$ cat src/rtl/tag_lookup_ctrl.sv
// Lookup/allocate controller for the drm_tag 64x8 SDPRAM.
// Optional hit/miss statistics: define TAG_LOOKUP_CTRL_STATS_EN.
module tag_lookup_ctrl #(
  parameter int IDX_WIDTH = 6,
  parameter int TAG_WIDTH = 7
) (
  input  logic                 clk,
  input  logic                 rst,
  input  logic                 req_valid,
  output logic                 req_ready,
  input  logic [IDX_WIDTH-1:0] req_idx,
  input  logic [TAG_WIDTH-1:0] req_tag,
  input  logic                 req_alloc,
  input  logic                 inv_valid,
  output logic                 inv_ready,
  input  logic [IDX_WIDTH-1:0] inv_idx,
  output logic                 rsp_valid,
  output logic                 rsp_hit,
  output logic [IDX_WIDTH-1:0] rsp_idx,
  output logic [TAG_WIDTH:0]   rsp_old_tag,
  output logic                 init_done,
  output logic                 ram_wr_en,
  output logic [IDX_WIDTH-1:0] ram_wr_addr,
  output logic [TAG_WIDTH:0]   ram_wr_data,
  output logic                 ram_wr_byte_en,
  output logic [IDX_WIDTH-1:0] ram_rd_addr,
  input  logic [TAG_WIDTH:0]   ram_rd_data,
  output logic [15:0]          hit_cnt,
  output logic [15:0]          miss_cnt
);

  typedef enum logic [1:0] {
    S_INIT,
    S_IDLE,
    S_RD,
    S_CMP
  } state_t;

  localparam logic [IDX_WIDTH-1:0] LAST_IDX = '1;

  state_t state_q, state_d;

  logic [IDX_WIDTH-1:0] sweep_q, sweep_d;
  logic                 init_done_q, init_done_d;
  logic [IDX_WIDTH-1:0] idx_q, idx_d;
  logic [TAG_WIDTH-1:0] tag_q, tag_d;
  logic                 alloc_q, alloc_d;
  logic [IDX_WIDTH-1:0] rd_addr_q, rd_addr_d;
  logic                 wr_en_q, wr_en_d;
  logic [IDX_WIDTH-1:0] wr_addr_q, wr_addr_d;
  logic [TAG_WIDTH:0]   wr_data_q, wr_data_d;
  logic                 rsp_valid_q, rsp_valid_d;
  logic                 rsp_hit_q, rsp_hit_d;
  logic [IDX_WIDTH-1:0] rsp_idx_q, rsp_idx_d;
  logic [TAG_WIDTH:0]   rsp_old_q, rsp_old_d;
  logic                 hit;

  // Stored entry matches when valid and tag bits agree.
  assign hit = ram_rd_data[TAG_WIDTH] &&
               (ram_rd_data[TAG_WIDTH-1:0] == tag_q);

  assign req_ready      = (state_q == S_IDLE) && !inv_valid;
  assign inv_ready      = (state_q == S_IDLE);
  assign rsp_valid      = rsp_valid_q;
  assign rsp_hit        = rsp_hit_q;
  assign rsp_idx        = rsp_idx_q;
  assign rsp_old_tag    = rsp_old_q;
  assign init_done      = init_done_q;
  assign ram_wr_en      = wr_en_q;
  assign ram_wr_addr    = wr_addr_q;
  assign ram_wr_data    = wr_data_q;
  assign ram_wr_byte_en = 1'b1;
  assign ram_rd_addr    = rd_addr_q;

  // Next-state and registered-output logic for the sweep/lookup FSM.
  always_comb begin
    state_d     = state_q;
    sweep_d     = sweep_q;
    init_done_d = init_done_q;
    idx_d       = idx_q;
    tag_d       = tag_q;
    alloc_d     = alloc_q;
    rd_addr_d   = rd_addr_q;
    wr_en_d     = 1'b0;
    wr_addr_d   = wr_addr_q;
    wr_data_d   = wr_data_q;
    rsp_valid_d = 1'b0;
    rsp_hit_d   = rsp_hit_q;
    rsp_idx_d   = rsp_idx_q;
    rsp_old_d   = rsp_old_q;
    unique case (state_q)
      S_INIT: begin
        wr_en_d   = 1'b1;
        wr_addr_d = sweep_q;
        wr_data_d = '0;
        sweep_d   = sweep_q + IDX_WIDTH'(1);
        if (sweep_q == LAST_IDX) begin
          init_done_d = 1'b1;
          state_d     = S_IDLE;
        end
      end
      S_IDLE: begin
        if (inv_valid) begin
          wr_en_d   = 1'b1;
          wr_addr_d = inv_idx;
          wr_data_d = '0;
        end else if (req_valid) begin
          idx_d     = req_idx;
          tag_d     = req_tag;
          alloc_d   = req_alloc;
          rd_addr_d = req_idx;
          state_d   = S_RD;
        end
      end
      S_RD: begin
        state_d = S_CMP;
      end
      S_CMP: begin
        rsp_valid_d = 1'b1;
        rsp_hit_d   = hit;
        rsp_idx_d   = idx_q;
        rsp_old_d   = ram_rd_data;
        if (!hit && alloc_q) begin
          wr_en_d   = 1'b1;
          wr_addr_d = idx_q;
          wr_data_d = {1'b1, tag_q};
        end
        state_d = S_IDLE;
      end
      default: begin
        state_d = S_INIT;
      end
    endcase
  end

  // State and output registers; reset restarts the clear sweep.
  always_ff @(posedge clk or posedge rst) begin
    if (rst) begin
      state_q     <= S_INIT;
      sweep_q     <= '0;
      init_done_q <= 1'b0;
      idx_q       <= '0;
      tag_q       <= '0;
      alloc_q     <= 1'b0;
      rd_addr_q   <= '0;
      wr_en_q     <= 1'b0;
      wr_addr_q   <= '0;
      wr_data_q   <= '0;
      rsp_valid_q <= 1'b0;
      rsp_hit_q   <= 1'b0;
      rsp_idx_q   <= '0;
      rsp_old_q   <= '0;
    end else begin
      state_q     <= state_d;
      sweep_q     <= sweep_d;
      init_done_q <= init_done_d;
      idx_q       <= idx_d;
      tag_q       <= tag_d;
      alloc_q     <= alloc_d;
      rd_addr_q   <= rd_addr_d;
      wr_en_q     <= wr_en_d;
      wr_addr_q   <= wr_addr_d;
      wr_data_q   <= wr_data_d;
      rsp_valid_q <= rsp_valid_d;
      rsp_hit_q   <= rsp_hit_d;
      rsp_idx_q   <= rsp_idx_d;
      rsp_old_q   <= rsp_old_d;
    end
  end

`ifdef TAG_LOOKUP_CTRL_STATS_EN
  logic [15:0] hit_cnt_q, hit_cnt_d;
  logic [15:0] miss_cnt_q, miss_cnt_d;

  // Saturating hit/miss counts, bumped once per response pulse.
  always_comb begin
    hit_cnt_d  = hit_cnt_q;
    miss_cnt_d = miss_cnt_q;
    if (rsp_valid_q) begin
      if (rsp_hit_q) begin
        if (hit_cnt_q != 16'hFFFF) hit_cnt_d = hit_cnt_q + 16'd1;
      end else begin
        if (miss_cnt_q != 16'hFFFF) miss_cnt_d = miss_cnt_q + 16'd1;
      end
    end
  end

  // Counter registers.
  always_ff @(posedge clk or posedge rst) begin
    if (rst) begin
      hit_cnt_q  <= '0;
      miss_cnt_q <= '0;
    end else begin
      hit_cnt_q  <= hit_cnt_d;
      miss_cnt_q <= miss_cnt_d;
    end
  end

  assign hit_cnt  = hit_cnt_q;
  assign miss_cnt = miss_cnt_q;
`else
  assign hit_cnt  = '0;
  assign miss_cnt = '0;
`endif

endmodule

$ cat config.mk
export PLATFORM = sky130hd
export DESIGN_NAME = tag_lookup_ctrl
export DESIGN_NICKNAME = d
export VERILOG_FILES = /design/src/rtl/tag_lookup_ctrl.sv
export SDC_FILE = /design/constraint.sdc
export NUM_CORES = 1
export LEC_CHECK = 0
export CAP_MARGIN = 20
export CORE_MARGIN = 2
export CORE_UTILIZATION = 45
export DETAILED_ROUTE_END_ITERATION = 8
export GPL_ROUTABILITY_DRIVEN = 0
export PLACE_DENSITY = 0.92
export SETUP_SLACK_MARGIN = 0.4
export SYNTH_ARGS = -nofsm -noshare
export SYNTH_HDL_FRONTEND = slang
export SYNTH_SLANG_ARGS = --single-unit
$ cat constraint.sdc
create_clock -name clk -period 2.6 [get_ports clk]
set_input_delay 0.26 -clock clk [delete_from_list [all_inputs] [get_ports clk]]
set_output_delay 0.26 -clock clk [all_outputs]
set_load 0.02 [all_outputs]
Yosys cells after proc, flatten, opt, wreduce, memory -nomap -nowiden
Index checks and enable logic that the tools add are counted.

Register bits: 54. Output and inout port bits: 73. Logic and storage cells: 50.

Add/sub/neg operators: 1. Equal/unequal tests: 10. Muxes and demuxes: 14. Bitwise gates (word level): 1. Reduce and logical (&&, ||, !) cells: 11.

Operator list (count): $pmux 8 s3 (1); $pmux 6 s3 (1); $mux 8 (2); $mux 6 (2); $ne 2x2->1 const B (5); $reduce_and 3->1 (3); $pmux 2 s4 (1); $eq 7x7->1 (1); $add 6x1->6 const B (1); $eq 6x6->1 const B (1); $mux 2 (3); $eq 2x2->1 const B (2); $logic_and 1x1->1 (3); $mux 1 (3); $pmux 1 s3 (1); $reduce_bool 3->1 (1); $eq 2x1->1 const B (1); $logic_not 1->1 (2); $logic_not 2->1 (1); $reduce_and 2->1 (1); $not 1->1 (1).

Logic depth before layout (Yosys ltp)
Depth after elaboration: 6. Depth in mapped cells: 8. Mapped depth without buffers: 6.

Worst setup path before layout
OpenSTA, ideal clock, no wires.

Path kind: register -> register. Start: register state_q[1]. End: register alloc_q. Data arrival time: 1.754 ns. Path slack: 0.722 ns. Cell stages (with the launch flop): 8. Clock period less this slack: 1.878 ns. Path through: dfrtp_1 -> inv_1 -> ha_1 -> nor2b_1 -> buf_4 -> nand2_1 -> buf_2 -> mux2_2.

Cells in the longest elaborated chain, start to end: 2.

Ends and longest elaborated chain: start, declared (RTL line 41) `state_t state_q, state_d;`; start signal, assigned (RTL line 154) `state_q <= state_d;`; $eq 2x1->1; named net inv_ready (RTL line 15) `output logic inv_ready,`; $reduce_and 3->1 (no source line); end signal, assigned (RTL line 159) `alloc_q <= alloc_d;`; end, declared (RTL line 47) `logic alloc_q, alloc_d;`.

The timed path passes the listed nets, and every way through them passes these cells. A chain may end at the register's enable or synchronous reset.

Worst setup path in the final report
Start: register state_q[1]. End: output port inv_ready.

Cells in the longest elaborated chain, start to end: 1.

Ends and longest elaborated chain: $eq 2x1->1 (RTL line 63) `assign inv_ready = (state_q == S_IDLE);`; end, declared (RTL line 15).

Every way passes these cells.

==> flow_metrics.env <==
export IMPL_grt_overflow_total=0
export IMPL_synth_edff_count=0
export IMPL_post_route_min_period_ns=2.11
export IMPL_outcome="finished clean"
export IMPL_dp_cells=387
export IMPL_seq_power_share_pct=34.0
export IMPL_syn_inst=247
export IMPL_num_rows=28
export IMPL_netlist_area_sq_um=2840
export IMPL_ys_seq_elements=54
export IMPL_areaGrowthSynthToFinish_pct=27.1
export IMPL_p_clk_share_pct=11.2
export IMPL_initial_core_util_pct=47.3
export IMPL_power_frac_comb_pct=54.8
export IMPL_worst_slew_pin_slew_ns=0.655
export IMPL_port_buffers=71
export IMPL_final_util_pct=60.1
export IMPL_whs_ns=0.470
export IMPL_path_max_fanout=7
export IMPL_die_area_sq_um=6950
export IMPL_cp_arrival_ns=1.85
export IMPL_finalWorstSetupSlack_ns=0.487
export IMPL_required_ns=2.34
export IMPL_fin_crit_sh_pct=81.3
export IMPL_dr_pass1_iters=4
export IMPL_hold_class="in2async"
export IMPL_die_width_um=83.4
export IMPL_synthFlopType="dfrtp_1"
export IMPL_leakage_nw=1.69
export IMPL_insertion_delay_ns=0.32
export IMPL_ant_nets=0
export IMPL_coreArea_sq_um=5990
export IMPL_maxCapViolations=0
export IMPL_swShare_pct=41.0
export IMPL_setup_viol=0
export IMPL_n_antenna_cell=0
export IMPL_synthDistinctLibCells=35
export IMPL_maxSlewViolCount=0
export IMPL_skew_ns=0.00971
export IMPL_slew_headroom_pct=56.4
export IMPL_worstReg2RegStart="state_q[0]"
export IMPL_dp_slack_ns=0.529
export IMPL_drc=0
export IMPL_antenna_found_initial=0
export IMPL_ys_top_cells_by_count="54 x dfrtp_1, 36 x buf_4, 31 x mux2_2"
export IMPL_cts_setup_buffers=0
export IMPL_async_flop_share_pct=100
export IMPL_startpoint_type="flop"
export IMPL_end_kind="output pin"
export IMPL_dr_total_vias=2082
export IMPL_drt_initial_drc_count=89
export IMPL_ios=105
export IMPL_tns_ns=0
export IMPL_viasPerCell=5.27
export IMPL_startpoint="state_q[1]"
export IMPL_placed_cell_area_sq_um=3490
export IMPL_p_int_mw=2.69
export IMPL_timing_fmax_mhz=473
export IMPL_rsz0062_at_grt="yes"
export IMPL_wl_um=6350
export IMPL_cts_buffer_depth=2
export IMPL_critPathKind="reg2out"
export IMPL_p_per_area_nw_per_um2=1270
export IMPL_post_synth_top_count_cell="dfrtp_1"
export IMPL_cts_buffers=5
export IMPL_drive_above_1_share_pct=17.5
export IMPL_grt_use_total_pct=18.6
export IMPL_synth_top_area_share_pct=47.7
export IMPL_p_sw_mw=1.87
export IMPL_grt_max_degree=55
export IMPL_fin_nets=356
export IMPL_cts_root_buf="clkbuf_8"
export IMPL_clk_pin_slew_ns=0.09
export IMPL_grt_pass1_wl_um=10300
export IMPL_power_mw=4.57
export IMPL_cts_tree="built"
export IMPL_synth_seq_area_share_pct=47.7
export IMPL_syn_avg_cell_area_sq_um=11.5
export IMPL_final_hold_viol_count=0
export IMPL_wl_per_cell_um=16.1
export IMPL_grt_pass1_vias=2061
export IMPL_ir_drop_mv=0.825
export IMPL_h_tree_depth=2
export IMPL_final_area_sq_um=3600
export IMPL_synth_top_area_cell="dfrtp_1"
export IMPL_post_dp_hpwl_um=4700
export IMPL_fin_cells=395
export IMPL_ys_warn_count=0
export IMPL_synth_area_leaders="dfrtp_1 48%, mux2_2 12%, buf_4 9.5%, xnor2_1 3.1%, mux2i_1 2.8%"
export IMPL_clock_sinks=54
export IMPL_die_h_um=83.4
==> flip-flops by register name (all words and copies together) (netlist names) <==
name	count
ram_wr_data	8
rsp_old_tag	8
tag_q	7
ram_rd_addr	6
ram_wr_addr	6
rsp_idx	6
sweep_q	6
state_q	2
alloc_q	1
init_done	1
ram_wr_en	1
rsp_hit	1
rsp_valid	1
==> power groups by stage <==
| stage | registers [mW] | logic, mW | clock network [mW] |
|---|---|---|---|
| floorplan | 1.80 | 1.33 | 0 |
| global placement | 1.52 | 2.37 | 0 |
| detailed placement | 1.56 | 2.46 | 0 |
| CTS | 1.55 | 2.48 | 0.520 |
| global route | 1.60 | 2.68 | 0.556 |
| finish | 1.55 | 2.50 | 0.512 |
==> cells in the final DEF (no fill, tap or decap), types with 7 or more instances in the layout <==
master / synthesis / final
clkdlybuf4s50_1: 0 / 70
and3_1: 7 / 7
clkbuf_8: 0 / 7
a22o_1: 7 / 7
xnor2_1: 10 / 10
conb_1: 2 / 33
nand2_1: 19 / 19
mux2_2: 31 / 31
inv_1: 10 / 9
nand3_1: 7 / 7
mux2i_1: 8 / 8
dfrtp_1: 54 / 54
==> critical path: stages, from the launching register on <==
cell and delay (ns):
dfrtp_1 0.42, inv_1 0.12, ha_1 0.34, clkdlybuf4s50_1 0.66
==> timing repair <==
| item | CTS | global route |
|---|---|---|
| hold endpoints to repair | 0 | 0 |
| hold buffers | 0 | 0 |
| resized for setup | 1 | 1 |
| endpoints found under the setup margin | 1 | 4 |
==> cell families after synthesis <==
logic type      Yosys count  share of synthesized area [%]
buf+inv                  53                           12.3
compound gates           31                           9.22
other cells               2                          0.265
xor+xnor                 12                           3.71
flops                    54                           47.7
simple gates             51                           9.53
mux                      39                           15.1
fa+ha+maj                 5                           2.21
==> per-layer routing <==
metal  wire length, um  track usage [%]  vias up
li1                  -                -      941
met1              2540             22.2     1033
met3               353             4.67       16
met4               153             7.90        0
met5                 0                0        -
met2              3300             31.8       92
==> area by class of cell <==
type,count,area (sq um)
fillers,445,2390
flip-flops and latches,54,1350
multi-input cells,171,1260
repair buffers,77,754
clock buffers,7,96.3
well taps,75,93.8
inverters,10,37.5
clock inverters,1,8.76
==> final timing paths <==
path	slack, ns	depth (start not counted)	endpoint
worst max-delay path	0.49	3	inv_ready
worst min-delay path	0.47	3	ram_wr_addr[4]
worst max register to register	0.52	6	ram_wr_data[5]
worst min register to register	0.48	1	init_done
max in group asynchronous	1.70	3	ram_wr_en
min in group clk	0.48	1	init_done
Power figures use the tool's default switching activity.
